==> config.mk <==
export PLATFORM = sky130hd
export DESIGN_NAME = f32div_iter
export DESIGN_NICKNAME = d
export VERILOG_FILES = /design/src/rtl/f32_pkg.sv /design/src/rtl/f32_round_pack.sv /design/src/rtl/f32div_iter.sv
export SDC_FILE = /design/constraint.sdc
export NUM_CORES = 1
export LEC_CHECK = 0
export CAP_MARGIN = 20
export CELL_PAD_IN_SITES_DETAIL_PLACEMENT = 1
export CELL_PAD_IN_SITES_GLOBAL_PLACEMENT = 2
export CORE_MARGIN = 5
export CORE_UTILIZATION = 32
export CTS_BUF_LIST = sky130_fd_sc_hd__clkbuf_8
export DETAILED_ROUTE_END_ITERATION = 12
export PLACE_DENSITY_LB_ADDON = 0.05
export SYNTH_ARGS = -nofsm -noshare
export SYNTH_HDL_FRONTEND = slang
export SYNTH_SLANG_ARGS = --single-unit
==> constraint.sdc <==
create_clock -name clk -period 4.1 [get_ports clk]
set_input_delay 0.82 -clock clk [delete_from_list [all_inputs] [get_ports clk]]
set_output_delay 0.82 -clock clk [all_outputs]
set_load 0.01 [all_outputs]
==> src/rtl/f32_pkg.sv <==
// Shared binary32 definitions for the iterative divider and its rounding stage.
// Holds the format constants, the packed-result constructors and the divider
// state encoding.
package f32_pkg;

    localparam int BIAS     = 127;
    localparam int EXP_MAX  = 255;
    localparam int SIGN_BIT = 31;
    localparam int EXP_W    = 8;
    localparam int FRAC_W   = 23;

    localparam logic [31:0] QNAN = 32'h7FC0_0000;

    typedef enum logic [1:0] {
        IDLE,
        DIV,
        ROUND,
        DONE
    } state_t;

    function automatic logic [31:0] f32_inf(input logic s);
        return {s, {EXP_W{1'b1}}, {FRAC_W{1'b0}}};
    endfunction

    function automatic logic [31:0] f32_zero(input logic s);
        return {s, {(EXP_W + FRAC_W){1'b0}}};
    endfunction

endpackage

==> src/rtl/f32_round_pack.sv <==
// Round-to-nearest-even and pack for a binary32 result.
// Ports:
//   s   : result sign
//   e   : signed 10-bit biased exponent matching m's hidden bit
//   m   : 24-bit significand, m[23] is the hidden 1
//   g   : guard bit below m[0]
//   st  : sticky OR of everything below the guard
//   res : packed result; overflow gives inf, e<=0 flushes to signed zero
module f32_round_pack
    import f32_pkg::*;
(
    input  logic              s,
    input  logic signed [9:0] e,
    input  logic [23:0]       m,
    input  logic              g,
    input  logic              st,
    output logic [31:0]       res
);

    logic              rnd;
    logic [23:0]       frac_sum;
    logic              carry;
    logic signed [9:0] e_fin;

    always_comb begin
        rnd      = g & (st | m[0]);
        // Incrementing only the fraction: a carry out of it together with the
        // hidden bit is the significand overflow, and the fraction wraps to 0,
        // which is exactly the 0x800000 significand.
        frac_sum = {1'b0, m[22:0]} + {23'b0, rnd};
        carry    = frac_sum[23] & m[23];
        e_fin    = carry ? e + 10'sd1 : e;
        if (int'(e_fin) >= EXP_MAX) begin
            res = f32_inf(s);
        end else if (int'(e_fin) <= 0) begin
            res = f32_zero(s);
        end else begin
            res = {s, e_fin[7:0], frac_sum[22:0]};
        end
    end

endmodule

==> src/rtl/f32div_iter.sv <==
// Iterative binary32 divider, out = x / y, one restoring radix-2 step per cycle.
// Subnormal inputs flush to zero, RNE rounding, underflow flushes to zero,
// NaN results are the canonical quiet NaN.
// Ports:
//   clk, rst_n          : clock, asynchronous active-low reset
//   in_valid / in_ready : operand handshake (in_ready high only in IDLE)
//   x, y                : dividend, divisor
//   out_valid/out_ready : result handshake (out_valid registered)
//   out                 : registered quotient, stable while stalled
module f32div_iter
    import f32_pkg::*;
(
    input  logic        clk,
    input  logic        rst_n,
    input  logic        in_valid,
    output logic        in_ready,
    input  logic [31:0] x,
    input  logic [31:0] y,
    output logic        out_valid,
    input  logic        out_ready,
    output logic [31:0] out
);

    state_t            state, state_n;
    logic [4:0]        cnt;
    logic [24:0]       r;
    logic [25:0]       q;
    logic [23:0]       my;
    logic signed [9:0] e;
    logic              s;

    logic              x_zero, y_zero, x_inf, y_inf, x_nan, y_nan;
    logic              special;
    logic [31:0]       special_val;
    logic signed [9:0] e_init;

    logic              rnd_g, rnd_st;
    logic [23:0]       rnd_m;
    logic signed [9:0] rnd_e;
    logic [31:0]       packed_res;

    assign in_ready = (state == IDLE);

    always_comb begin
        x_zero = (x[30:23] == 8'h00);
        y_zero = (y[30:23] == 8'h00);
        x_inf  = (x[30:23] == 8'hFF) && (x[22:0] == 23'h0);
        y_inf  = (y[30:23] == 8'hFF) && (y[22:0] == 23'h0);
        x_nan  = (x[30:23] == 8'hFF) && (x[22:0] != 23'h0);
        y_nan  = (y[30:23] == 8'hFF) && (y[22:0] != 23'h0);

        special     = 1'b1;
        special_val = QNAN;
        if (x_nan || y_nan || (x_zero && y_zero) || (x_inf && y_inf)) begin
            special_val = QNAN;
        end else if (x_inf || y_zero) begin
            special_val = f32_inf(x[31] ^ y[31]);
        end else if (x_zero || y_inf) begin
            special_val = f32_zero(x[31] ^ y[31]);
        end else begin
            special = 1'b0;
        end

        e_init = $signed({2'b00, x[30:23]}) - $signed({2'b00, y[30:23]})
                 + $signed(10'(BIAS));
    end

    // A leading quotient bit of 0 means the quotient is in [0.5,1): take the
    // significand one position lower and drop the exponent by one.
    always_comb begin
        if (q[25]) begin
            rnd_m  = q[25:2];
            rnd_g  = q[1];
            rnd_st = q[0] | (r != '0);
            rnd_e  = e;
        end else begin
            rnd_m  = q[24:1];
            rnd_g  = q[0];
            rnd_st = (r != '0);
            rnd_e  = e - 10'sd1;
        end
    end

    f32_round_pack u_round_pack (
        .s   (s),
        .e   (rnd_e),
        .m   (rnd_m),
        .g   (rnd_g),
        .st  (rnd_st),
        .res (packed_res)
    );

    always_ff @(posedge clk or negedge rst_n) begin
        if (!rst_n) begin
            state <= IDLE;
        end else begin
            state <= state_n;
        end
    end

    always_comb begin
        state_n = state;
        case (state)
            IDLE:    if (in_valid) state_n = special ? DONE : DIV;
            DIV:     if (cnt == 5'd25) state_n = ROUND;
            ROUND:   state_n = DONE;
            DONE:    if (out_ready) state_n = IDLE;
            default: state_n = IDLE;
        endcase
    end

    always_ff @(posedge clk or negedge rst_n) begin
        if (!rst_n) begin
            cnt       <= '0;
            r         <= '0;
            q         <= '0;
            my        <= '0;
            e         <= '0;
            s         <= 1'b0;
            out       <= '0;
            out_valid <= 1'b0;
        end else begin
            case (state)
                IDLE: begin
                    if (in_valid) begin
                        s <= x[31] ^ y[31];
                        if (special) begin
                            out       <= special_val;
                            out_valid <= 1'b1;
                        end else begin
                            my  <= {1'b1, y[22:0]};
                            r   <= {2'b01, x[22:0]};
                            q   <= '0;
                            cnt <= '0;
                            e   <= e_init;
                        end
                    end
                end
                DIV: begin
                    if (r >= {1'b0, my}) begin
                        r <= (r - {1'b0, my}) << 1;
                        q <= {q[24:0], 1'b1};
                    end else begin
                        r <= r << 1;
                        q <= {q[24:0], 1'b0};
                    end
                    cnt <= cnt + 5'd1;
                end
                ROUND: begin
                    out       <= packed_res;
                    out_valid <= 1'b1;
                end
                DONE: begin
                    if (out_ready) out_valid <= 1'b0;
                end
                default: ;
            endcase
        end
    end

endmodule
==> report_table.html <==
<table>
<tr><th>Metric</th><th>Value</th></tr>
<tr><th colspan="2">Drt</th></tr>
<tr><td>Met1 Routed Length</td><td>14.05 mm</td></tr>
<tr><td>Pre-Repair DR Iteration Count</td><td>4</td></tr>
<tr><td>Highest metal used</td><td>met4</td></tr>
<tr><td>Number of vias per cell</td><td>5.271</td></tr>
<tr><td>Via count</td><td>8244</td></tr>
<tr><td>Total met2 wirelength after detailed routing</td><td>13.64 mm</td></tr>
<tr><td>WL met3</td><td>889 um</td></tr>
<tr><td>Starting DRC count in detailed routing</td><td>326</td></tr>
<tr><td>ANT nets after route</td><td>0</td></tr>
<tr><td>Routed wire per std cell</td><td>18.44 um</td></tr>
<tr><td>Post-detailed-routing wire length</td><td>28.84 mm</td></tr>
<tr><td>DRC</td><td>0</td></tr>
<tr><th colspan="2">Synth</th></tr>
<tr><td>Number of synthesized register bits</td><td>126</td></tr>
<tr><td>Number of unique standard cell types used by synthesis</td><td>75</td></tr>
<tr><td>Cell taking the most area after synthesis</td><td>dfrtp_1</td></tr>
<tr><td>Most frequently used cell type in the post-synthesis netlist</td><td>nand2_1</td></tr>
<tr><td>Average footprint of a synthesized cell</td><td>8.328 um^2</td></tr>
<tr><td>Synthesized netlist cell count</td><td>1082</td></tr>
<tr><td>Most frequently used flop master after synthesis</td><td>dfrtp_1</td></tr>
<tr><td>Share of Yosys cell area claimed by the top area cell type</td><td>0.3499</td></tr>
<tr><td>Top cells by area in the synthesized netlist</td><td>dfrtp_1 (35%), nand2_1 (7.1%), ha_1 (5.8%)</td></tr>
<tr><td>Summed instance area of the synthesized netlist</td><td>0.009011 mm^2</td></tr>
<tr><td>Async set-or-reset flop fraction in the synthesized netlist</td><td>1.000</td></tr>
<tr><td>Sequential element share of the synthesized area</td><td>0.3499</td></tr>
<tr><td>Count of flip-flops with a built-in enable after synthesis</td><td>0</td></tr>
<tr><td>Synth warnings</td><td>0</td></tr>
<tr><td>Most frequent cells after synthesis</td><td>nand2_1 (170), dfrtp_1 (126), o21ai_0 (84), inv_1 (55), nor2_1 (53)</td></tr>
<tr><td>Synthesized Nets</td><td>1194</td></tr>
<tr><th colspan="2">Floorplanning</th></tr>
<tr><td>Die width</td><td>177.8 um</td></tr>
<tr><td>Number of top-level pins</td><td>102</td></tr>
<tr><td>Die Outline Area</td><td>0.03162 mm^2</td></tr>
<tr><td>Core region area</td><td>0.02778 mm^2</td></tr>
<tr><td>DIE HEIGHT</td><td>177.8 um</td></tr>
<tr><td>Site row count</td><td>61</td></tr>
<tr><td>Starting utilization of the core area</td><td>0.3244</td></tr>
<tr><th colspan="2">STA</th></tr>
<tr><td>Tightest hold margin</td><td>0.3438 ns</td></tr>
<tr><td>Final-report hold violation count</td><td>0</td></tr>
<tr><td>Final worst path period need</td><td>3.822 ns</td></tr>
<tr><td>Sum of negative setup slack</td><td>0 ns</td></tr>
<tr><td>Worst relative slew slack</td><td>0.4968</td></tr>
<tr><td>Setup repair after global routing missed its margin</td><td>no</td></tr>
<tr><td>Maximum operating frequency</td><td>261.7 MHz</td></tr>
<tr><td>Final period util</td><td>0.9322</td></tr>
<tr><td>Number of endpoints failing setup at the final stage</td><td>0</td></tr>
<tr><td>Slew Limit Fails</td><td>0</td></tr>
<tr><td>Worst-case clock skew</td><td>0.01990 ns</td></tr>
<tr><td>Transition time at the pin with the least slew margin</td><td>0.7537 ns</td></tr>
<tr><th colspan="2">Placement</th></tr>
<tr><td>I/O Buffers</td><td>101</td></tr>
<tr><td>HPWL after detailed placement</td><td>21.75 mm</td></tr>
<tr><td>Post-place instance area</td><td>0.01054 mm^2</td></tr>
<tr><td>Weighted congestion at the end of routability-driven global placement</td><td>0.7955</td></tr>
<tr><th colspan="2">Clock tree</th></tr>
<tr><td>Total number of H-tree levels</td><td>4</td></tr>
<tr><td>Buffer type at the clock tree root</td><td>clkbuf_8</td></tr>
<tr><td>Buffers from clock root to sink, at most</td><td>2</td></tr>
<tr><td>Clock net sink count</td><td>126</td></tr>
<tr><td>Cts-stage hold buffer count</td><td>0</td></tr>
<tr><td>TritonCTS clock tree</td><td>done</td></tr>
<tr><td>Clock network latency to the later pin of the worst-skew pair</td><td>0.45 ns</td></tr>
<tr><td>Inserted Clock Buffers</td><td>17</td></tr>
<tr><td>Reg clk slew, reported paths</td><td>0.10 ns</td></tr>
<tr><th colspan="2">Power and ir drop</th></tr>
<tr><td>Power density over the cells</td><td>737.8 mW/mm^2</td></tr>
<tr><td>Leakage power figure</td><td>0.004487 uW</td></tr>
<tr><td>Max rail drop VDD</td><td>0.3026 mV</td></tr>
<tr><th colspan="2">Worst setup path</th></tr>
<tr><td>Kind of critical path</td><td>reg2reg</td></tr>
<tr><td>Element type at the critical path end</td><td>register</td></tr>
<tr><td>Cell chain of the critical path</td><td>inv_1, ha_1, or4b_2, xor2_1, nand3b_1, a2111oi_0, o21ai_0, o41ai_4, a311oi_4, buf_12, a221o_1</td></tr>
<tr><td>Crit path required time</td><td>4.43 ns</td></tr>
<tr><td>Critical Path Max Stage Delay</td><td>0.68 ns</td></tr>
<tr><td>WP data arrival</td><td>4.15 ns</td></tr>
<tr><td>Slowest cell on the critical path</td><td>or4b_2</td></tr>
<tr><td>Largest driver fanout on the critical path</td><td>12</td></tr>
<tr><td>Critical Path Source Type</td><td>register</td></tr>
<tr><th colspan="2">GRT</th></tr>
<tr><td>Global router's overall resource usage</td><td>0.1855</td></tr>
<tr><td>Via count of the first global-routing pass</td><td>8543</td></tr>
<tr><td>Number of antenna violations at the first check in global routing</td><td>0</td></tr>
<tr><td>Total congestion overflow</td><td>0</td></tr>
<tr><td>Global-route wire length before repair</td><td>46.90 mm</td></tr>
<tr><td>Pin count of the biggest net entering global routing</td><td>66</td></tr>
<tr><th colspan="2">Finish</th></tr>
<tr><td>Share of layout cells above drive strength 1</td><td>0.09696</td></tr>
<tr><td>Cell area after layout</td><td>0.01098 mm^2</td></tr>
<tr><td>Area added between synthesis and finish</td><td>21.90%</td></tr>
<tr><td>Final nets</td><td>1285</td></tr>
<tr><td>Ant diodes</td><td>0</td></tr>
<tr><th colspan="2">Flow run</th></tr>
<tr><td>Max_cap viols</td><td>0</td></tr>
<tr><th colspan="2">Hold path</th></tr>
<tr><td>Class of the tightest hold or removal check</td><td>in2async</td></tr>
<tr><th colspan="2">Status</th></tr>
<tr><td>Run status</td><td>complete, no violations</td></tr>
</table>
==> cells by family after synthesis <==
family,count (synthesis),synth area share
compound gates,264,0.1990
xor+xnor,76,0.07387
fa+ha+maj,44,0.06276
buf+inv,123,0.05526
flops,126,0.3499
mux,33,0.03749
simple gates,416,0.2217
==> placed cells by master, fill, tap and decap left out, types with 4 or more instances in the layout <==
cell             netlist  layout
nand2_1              170     170
dfrtp_1              126     125
clkdlybuf4s50_1        0     100
o21ai_0               84      83
inv_1                 55      55
nor2_1                53      53
nand3_1               49      49
xnor2_1               45      45
a21oi_1               44      42
ha_1                  42      41
nor3_1                37      37
buf_4                  1      34
xor2_1                31      31
mux2i_1               27      27
nor4_1                27      27
o31ai_1               20      20
nand4_1               19      19
clkbuf_8               0      17
a22o_2                15      15
nor2b_1               11      11
a21o_1                11      11
o211ai_1              10      10
a211oi_1               9       9
o221ai_1               9       9
o21a_1                 8       8
a31oi_1                8       8
or3_1                  8       8
and3_1                 8       7
a22o_1                 7       7
mux2_2                 6       6
inv_6                  0       6
nand3b_1               5       5
clkinv_4               0       5
o22ai_1                4       4
==> sequential cells by signal, summed over array words and instances (netlist names) <==
register   flops
cnt            5
e             10
my            24
out           32
out_valid      1
q             26
r             25
s              1
state          2
==> through the flow <==
stage	util	power (uW)	setup slack [ns]	cells
6_report	0.3954	8104	0.2782	1564
5_1_grt	0.3954	8815	0.04360	1564
4_1_cts	0.3932	8124	0.06318	1562
3_5_place_dp	0.3793	6979	0.07572	1530
3_3_place_gp	0.3793	6939	0.1904	1530
2_1_floorplan	-	5331	0.1106	1082
==> report_power, final <==
| part | switching, uW | total, uW | internal, uW |
|---|---|---|---|
| logic | 3020 | 5030 | 2010 |
| registers | 354 | 1970 | 1610 |
| clock network | 607 | 1100 | 498 |
| total | 3980 | 8100 | 4120 |
==> final timing paths <==
check | from | endpoint | slack (ns) | depth (start not counted)
max in group asynchronous | rst_n | q[25]$_DFFE_PN0P_ | 2.94 | 2
min | rst_n | out[2]$_DFFE_PN0P_ | 0.34 | 1
max reg2reg | e[0]$_DFFE_PN0P_ | out[22]$_DFFE_PN0P_ | 0.28 | 11
max | e[0]$_DFFE_PN0P_ | out[22]$_DFFE_PN0P_ | 0.28 | 11
min reg2reg | my[23]$_DFFE_PN0P_ | my[23]$_DFFE_PN0P_ | 0.46 | 2
min in group clk | my[23]$_DFFE_PN0P_ | my[23]$_DFFE_PN0P_ | 0.46 | 2
==> cell type report <==
| class | count | area (um^2) |
|---|---|---|
| clock inverters | 15 | 150.1 |
| repair buffers | 138 | 1328 |
| clock buffers | 17 | 234.0 |
| multi-input cells | 834 | 5435 |
| inverters | 56 | 210.2 |
| well taps | 378 | 473.0 |
| flip-flops and latches | 126 | 3154 |
| fillers | 3354 | 16800 |
==> critical path: cells and delay by family (launching register included) <==
family                   cells  cell delay [ns]
XOR/XNOR                     1             0.25
buffers and inverters        2             0.30
adder cells (fa/ha/maj)      1             0.19
AND/OR/NAND/NOR              2             0.89
flip-flops                   1             0.46
AO/OA/AOI/OAI                5             1.60
==> metal layers <==
metal | vias up | global-route usage
met3 | 15 | 0.02471
met2 | 126 | 0.3059
li1 | 4090 | -
met1 | 4013 | 0.2620
met4 | 0 | 0.03577
met5 | - | 0
==> timing repair <==
| item | CTS | global route |
|---|---|---|
| setup endpoints to repair | 0 | 23 |
| resized for setup | 0 | 4 |
| setup buffers | 0 | 1 |
Note: power is estimated with default switching activity, not from simulation.
